$ cat config.mk
export PLATFORM = sky130hd
export DESIGN_NAME = sm_to_bcd_conv
export DESIGN_NICKNAME = d
export VERILOG_FILES = /design/src/rtl/sm_to_bcd_conv.sv
export SDC_FILE = /design/constraint.sdc
export NUM_CORES = 1
export LEC_CHECK = 0
export CAP_MARGIN = 15
export CELL_PAD_IN_SITES_DETAIL_PLACEMENT = 1
export CELL_PAD_IN_SITES_GLOBAL_PLACEMENT = 1
export CORE_UTILIZATION = 40
export DETAILED_ROUTE_END_ITERATION = 6
export GPL_ROUTABILITY_DRIVEN = 0
export GPL_TIMING_DRIVEN = 0
export HOLD_SLACK_MARGIN = 0.05
export PLACE_DENSITY_LB_ADDON = 0.1
export SLEW_MARGIN = 20
export SYNTH_ARGS = -nofsm -noshare
export SYNTH_HDL_FRONTEND = slang
export SYNTH_SLANG_ARGS = --single-unit
$ cat constraint.sdc
create_clock -name clk -period 2 [get_ports clk]
set_input_delay 0.3 -clock clk [delete_from_list [all_inputs] [get_ports clk]]
set_output_delay 0.3 -clock clk [all_outputs]
set_load 0.02 [all_outputs]
$ cat src/rtl/sm_to_bcd_conv.sv
// Sign-magnitude to packed BCD converter: sequential double-dabble, one magnitude bit per clock.
// Optional leading-zero blank mask is enabled by defining CONV_BLANK_EN.
module sm_to_bcd_conv #(
    parameter int WIDTH  = 18,
    parameter int DIGITS = 6
) (
    input  logic                  clk,
    input  logic                  rst,
    input  logic                  start,
    input  logic [WIDTH-1:0]      sm_in,
    output logic                  busy,
    output logic                  done,
    output logic [4*DIGITS-1:0]   bcd_out,
    output logic                  neg_out,
    output logic [DIGITS-1:0]     blank_out
);

    localparam int CW = $clog2(WIDTH);
    localparam int SW = 4*DIGITS + WIDTH - 1;

    typedef enum logic [1:0] {IDLE, SHIFT, DONE} state_t;

    state_t              state, state_next;
    logic [WIDTH-2:0]    mag, mag_shift;
    logic                sign;
    logic [4*DIGITS-1:0] bcd, bcd_adj, bcd_shift;
    logic [CW-1:0]       cnt;
    logic [SW-1:0]       shift_all;

    always_ff @(posedge clk) begin
        if (rst) state <= IDLE;
        else     state <= state_next;
    end

    always_comb begin
        state_next = state;
        case (state)
            IDLE:    if (start) state_next = SHIFT;
            SHIFT:   if (cnt == CW'(1)) state_next = DONE;
            DONE:    state_next = IDLE;
            default: state_next = IDLE;
        endcase
    end

    assign busy = (state != IDLE);
    assign done = (state == DONE);

    // Add-3 correction on every nibble before the shift so each digit carries properly.
    always_comb begin
        bcd_adj = bcd;
        for (int i = 0; i < DIGITS; i++) begin
            if (bcd[4*i +: 4] >= 4'd5) bcd_adj[4*i +: 4] = bcd[4*i +: 4] + 4'd3;
        end
        shift_all = {bcd_adj, mag} << 1;
        bcd_shift = shift_all[SW-1 -: 4*DIGITS];
        mag_shift = shift_all[WIDTH-2:0];
    end

    always_ff @(posedge clk) begin
        if (rst) begin
            mag     <= '0;
            sign    <= 1'b0;
            bcd     <= '0;
            cnt     <= '0;
            bcd_out <= '0;
            neg_out <= 1'b0;
        end else begin
            case (state)
                IDLE: if (start) begin
                    mag  <= sm_in[WIDTH-2:0];
                    sign <= sm_in[WIDTH-1];
                    bcd  <= '0;
                    cnt  <= CW'(WIDTH-1);
                end
                SHIFT: begin
                    bcd <= bcd_shift;
                    mag <= mag_shift;
                    cnt <= cnt - CW'(1);
                    if (cnt == CW'(1)) begin
                        bcd_out <= bcd_shift;
                        // A zero BCD result means zero magnitude: suppress "-0".
                        neg_out <= sign && (bcd_shift != '0);
                    end
                end
                default: ;
            endcase
        end
    end

`ifdef CONV_BLANK_EN
    logic [DIGITS-1:0] blank_next;
    logic              zero_above;

    always_comb begin
        blank_next = '0;
        zero_above = 1'b1;
        for (int i = DIGITS-1; i >= 1; i--) begin
            zero_above    = zero_above && (bcd_shift[4*i +: 4] == 4'd0);
            blank_next[i] = zero_above;
        end
    end

    always_ff @(posedge clk) begin
        if (rst)                                 blank_out <= '0;
        else if (state == SHIFT && cnt == CW'(1)) blank_out <= blank_next;
    end
`else
    assign blank_out = '0;
`endif

endmodule

# Word-level counts from Yosys, hierarchy flattened
# Cells that the tools add are included.
dict set report op_classes {
  n_addsub 7
  magnitude_cmp 6
  eq_ne 5
  n_mux 15
  reduce_logical 9
}
# operator n
set op_table {}
lappend op_table {{24-bit case mux with 2 select lines} 1}
lappend op_table {{17-bit case mux with 2 select lines} 1}
lappend op_table {{4-bit by 3-bit greater-or-equal comparator with 1-bit output, second input constant} 6}
lappend op_table {{24-bit two-way mux} 1}
lappend op_table {{24-bit nonzero test} 1}
lappend op_table {{4-bit by 2-bit adder with 4-bit output, second input constant} 5}
lappend op_table {{4-bit two-way mux} 5}
lappend op_table {{17-bit two-way mux} 1}
lappend op_table {{5-bit case mux with 2 select lines} 1}
lappend op_table {{2-bit AND reduction} 4}
lappend op_table {{5-bit by 1-bit == test with 1-bit output, second input constant} 1}
lappend op_table {{5-bit two-way mux} 1}
lappend op_table {{5-bit by 1-bit subtractor with 5-bit output, second input constant} 1}
lappend op_table {{2-bit two-way mux} 2}
lappend op_table {{2-bit != test, second input constant} 2}
lappend op_table {{2-bit case mux with 2 select lines} 1}
lappend op_table {{2-bit nonzero test} 2}
lappend op_table {{3-bit by 2-bit adder with 3-bit output, second input constant} 1}
lappend op_table {{3-bit two-way mux} 1}
lappend op_table {{2-bit by 1-bit == test with 1-bit output, second input constant} 1}
lappend op_table {{2-bit == test, second input constant} 1}
lappend op_table {{2-bit zero test} 1}
lappend op_table {{1-bit logical AND} 1}
dict set report totals {
  ff_bits 74
  inputBits 21
  out_inout_bits 33
}

# Depth between registers and ports, before layout
# Gate-level depths: netlist of the first run.
dict set report depth {
  word_depth 4
  mapped_depth 8
  mapped_depth_nobuf 8
}

# Least setup slack after synthesis of the first run
# OpenSTA, ideal clock, no wires.
dict set report synth_timing {
  path_type {flip-flop to flip-flop}
  from {register bcd[13]}
  to {register neg_out}
  setup_time_ns 0.132
  t_arrival_ns 1.668
  slack_ns 0.200
  path_stages_with_launch 9
  n_path_buf 0
  synth_period_minus_slack_ns 1.800
  path_cell_list {dfxtp_1 > inv_1 > ha_1 > nand2b_1 > nor3b_1 > a2111oi_1 > nand4_1 > o311ai_1 > a21oi_1}
}
dict set report synth_via {
  elab_chain_cells 4
  elab_cells_between_ends 5
  cone_classes {1 x add/sub; 1 x order compare; 1 x mux; 2 x reduce/logical}
}
# element line_no
set synth_rtl {}
lappend synth_rtl {{start, declared} 26} ;# logic [4*DIGITS-1:0] bcd, bcd_adj, bcd_shift;
lappend synth_rtl {{start signal, assigned} 76} ;# bcd <= bcd_shift;
lappend synth_rtl {{4-bit by 2-bit adder with 4-bit output or 4-bit by 3-bit greater-or-equal comparator with 1-bit output (tied branches)} 52} ;# if (bcd[4*i +: 4] >= 4'd5) bcd_adj[4*i +: 4] = bcd[4*i +: 4] + 4'd3;
lappend synth_rtl {{4-bit two-way mux *} 52}
lappend synth_rtl {{24-bit nonzero test *} 82} ;# neg_out <= sign && (bcd_shift != '0);
lappend synth_rtl {{1-bit logical AND *} 82}
lappend synth_rtl {{end signal, assigned} 82}
lappend synth_rtl {{end, declared} 14} ;# output logic neg_out,
# Mark *: on every way between the ends. The rest lies on a longest branch, timed or not.
# A chain may end at the register's enable or synchronous reset.

# Worst setup path after layout of the first run
dict set report layout_timing {
  from {register bcd[17]}
  to {register neg_out}
}
# Same word-level chain as after synthesis.

==> impl_metrics.csv, run 1 <==
group,metric,value,unit
status,status,"complete, no violations",
grt,grt_pass1_wl,15800,µm
hold_path,hp-class,"reg2reg",
drt,drc_errors,0,
worst_setup_path,crit_arrival,2160,ps
timing,relSlewSlack,56.4,%
logic_synthesis,syn_inst,409,
clock_network,clk_path_buf_depth,2,
drt,wirelength,10100,µm
floorplanning,rows,33,
timing,setup_viol,0,
logic_synthesis,netlist_area,3510,µm²
timing,hold_ws,456,ps
finish,utilization,56.2,%
logic_synthesis,ys_warn_count,0,
clock_network,cts-htree-levels,3,
timing,hold_viol,0,
floorplanning,die_h,95.7,µm
worst_setup_path,critical_path_peak_fanout,3,
logic_synthesis,synth.distinct_cells,49,
drt,final_antenna_net_count,0,
timing,finalMaxSlewViolations,0,
clock_network,root_buffer,"clkbuf_8",
hold_path,hp-start,"neg_out$_SDFFE_PP0P_",
logic_synthesis,postSynthRegisterBits,74,
timing,fin_skew,9.98,ps
drt,wire_per_inst,17.1,µm
placement,placed_area,4120,µm²
logic_synthesis,synth.area.top_cells,"dfxtp_1, nand2_1, a21oi_1, ha_1, a22oi_1",
logic_synthesis,netlist.area_leader.share,42.2,%
grt,grt_antenna_before_repair,0,
pwr,vdd_drop_max,320,µV
timing,setup_ws,63.5,ps
worst_setup_path,endpoint_kind,"flip-flop",
worst_setup_path,ff2ff_setup_slack,60,ps
placement,dp.final_hpwl,6760,µm
logic_synthesis,synthTopCellsByCount,"dfxtp_1, nand2_1, a21oi_1",
worst_setup_path,r2r_end,"neg_out$_SDFFE_PP0P_",
hold_path,holdPathStages,2,
logic_synthesis,ys_seq_area_share,42.2,%
logic_synthesis,synth_edf_count,0,
floorplanning,die_x,95.7,µm
finish,syn_to_final_growth,33.5,%
hold_path,hold_end,"neg_out$_SDFFE_PP0P_",
clock_network,postCtsHoldBufs,0,
pwr,p_leak,1.71,nW
logic_synthesis,async_flop_share,0,%
grt,grt_max_degree,14,
worst_setup_path,critPathKind,"reg2reg",
logic_synthesis,synth_flop_cell,"dfxtp_1",
floorplanning,core,8340,µm²
floorplanning,io_pins,54,
worst_setup_path,r2r_start,"bcd[17]$_SDFFE_PP0P_",
finish,drive_gt1_share,21.4,%
floorplanning,die_area,9160,µm²
clock_network,clock-sinks,74,
clock_network,path_clk_slew,80,ps
grt,grtUsageTotal,23.2,%
placement,pre_cts_ws,-201,ps
finish,final_area,4690,µm²
finish,fin_cells,592,
grt,grt_pass1_vias,3218,
worst_setup_path,crit_required,2220,ps
run,drv_cap,0,
drt,avgViaCountPerCell,5.39,
drt,vias,3191,
finish,finalNetCount,517,
grt,grt_overflow,0,
pwr,p_per_area,735,nW/µm²
floorplanning,start_util,42.1,%
clock_network,cts_tree,"built",
worst_setup_path,r2r_cells,8,
timing,grt_setup_unrepaired,"yes",
logic_synthesis,syn_area_per_cell,8.58,µm²
placement,placedCellCount,565,
timing,fmax,0.516,GHz
timing,tightest_slew,654,ps
worst_setup_path,cp-startpoint,"bcd[17]$_SDFFE_PP0P_",
finish,antennaDiodeCount,0,
placement,io_buffer_count,46,
drt,firstDrtPassIters,4,
timing,layout_min_cycle_time,1940,ps
clock_network,cts_made_buffers,9,
timing,fin_crit_sh,96.8,%
clock_network,clock_latency,360,ps
worst_setup_path,startpoint_type,"flip-flop",
drt,first_iter_violations,90,
logic_synthesis,yosysTopAreaCell,"dfxtp_1",
==> what timing repair did <==
action                     4_1_cts  5_1_grt
gates resized for setup         19       41
setup endpoints to repair        1        1
setup buffers                    3        8
pin swaps                        6       14
==> worst max path at each step <==
stage / endpoint / slack [ps] / cells past startpoint
3_5_place_dp: neg_out$_SDFFE_PP0P_ / -200 / 8
2_1_floorplan: neg_out$_SDFFE_PP0P_ / 200 / 8
6_report: neg_out$_SDFFE_PP0P_ / 60 / 8
3_3_place_gp: neg_out$_SDFFE_PP0P_ / -190 / 8
4_1_cts: neg_out$_SDFFE_PP0P_ / 10 / 8
5_1_grt: neg_out$_SDFFE_PP0P_ / -50 / 8
==> placed cells by master (no fill, tap or decap), drive strengths merged, types with 4 or more instances in the layout <==
| master | count |
|---|---|
| buf | 30 |
| nand2 | 74 |
| o21ai | 23 |
| nor2 | 23 |
| a211oi | 8 |
| xnor2 | 5 |
| inv | 15 |
| clkdlybuf4s50 | 46 |
| conb | 6 |
| mux2i | 9 |
| clkbuf | 19 |
| nor3b | 8 |
| dfxtp | 74 |
| nor3 | 11 |
| a22oi | 17 |
| nand2b | 8 |
| and2 | 4 |
| ha | 14 |
| a22o | 13 |
| a21oi | 44 |
==> area by class of cell <==
cell class	count	area [µm²]
inverter	15	58.8
clock inverter	6	114
fill	991	3650
clock buffer	10	138
timing repair buffer	57	543
tap	105	131
multi-input combinational	297	2020
buffer	28	180
sequential	74	1500
==> through the flow <==
stage / total power, mW / setup TNS (ps)
6_report: 3.45 / 0
3_5_place_dp: 2.01 / -226
5_1_grt: 3.58 / -47.2
4_1_cts: 3.47 / 0
2_1_floorplan: 1.85 / 0
3_3_place_gp: 2.00 / -188
==> report_power, final <==
| group | internal, mW | switching (mW) | leakage, nW |
|---|---|---|---|
| registers | 1.53 | 0.0410 | 0.607 |
| logic | 0.168 | 0.240 | 0.988 |
| clock network | 0.865 | 0.606 | 0.119 |
==> flip-flops by register name, summed over array words and instances (netlist names) <==
signal and count:
bcd 24, mag 17, sign 1, neg_out 1
state 2, bcd_out 24, cnt 5
==> critical path, stage by stage, from the launching register on <==
cell and delay, ps:
dfxtp_4 390, inv_4 50, ha_4 150, nand2b_4 130, a211o_1 290, a22oi_2 230, nand4_1 130, o311ai_2 320
a21oi_1 100
==> logic make-up (layout without fill, tap and decap cells) <==
kind of cell	after synthesis	after routing	synth area share [%]
other	1	6	0.107
xor gates and xnor gates	5	5	1.25
DFF	74	74	42.2
buffers and inverters	43	116	6.74
adders and majority gates	14	14	4.99
muxes	10	10	2.89
AOI/OAI and AO/OA	116	116	21.8
and+or+nand+nor	146	146	20.0
==> layer usage <==
layer / routed length, µm / vias up / part of all wire (%) / track usage, %
li1: - / 1566 / - / -
met1: 4330 / 1517 / 43 / 27.5
met2: 5110 / 79 / 50 / 40.6
met3: 357 / 29 / 3.5 / 3.43
met4: 328 / 0 / 3.2 / 11.3
met5: 0 / - / 0 / 0
Note: power is estimated with default switching activity, not from simulation.
==> run 2: changes to the inputs <==
--- a/config.mk
+++ b/config.mk
@@ -5,10 +5,11 @@
 export SDC_FILE = /design/constraint.sdc
 export NUM_CORES = 1
 export LEC_CHECK = 0
-export CAP_MARGIN = 15
+export CAP_MARGIN = 20
 export CELL_PAD_IN_SITES_DETAIL_PLACEMENT = 1
 export CELL_PAD_IN_SITES_GLOBAL_PLACEMENT = 1
 export CORE_UTILIZATION = 40
+export CTS_CLUSTER_DIAMETER = 80
 export DETAILED_ROUTE_END_ITERATION = 6
 export GPL_ROUTABILITY_DRIVEN = 0
 export GPL_TIMING_DRIVEN = 0
==> results of run 2 <==
No change in the layout: final DEF, timing and power equal those of run 1.
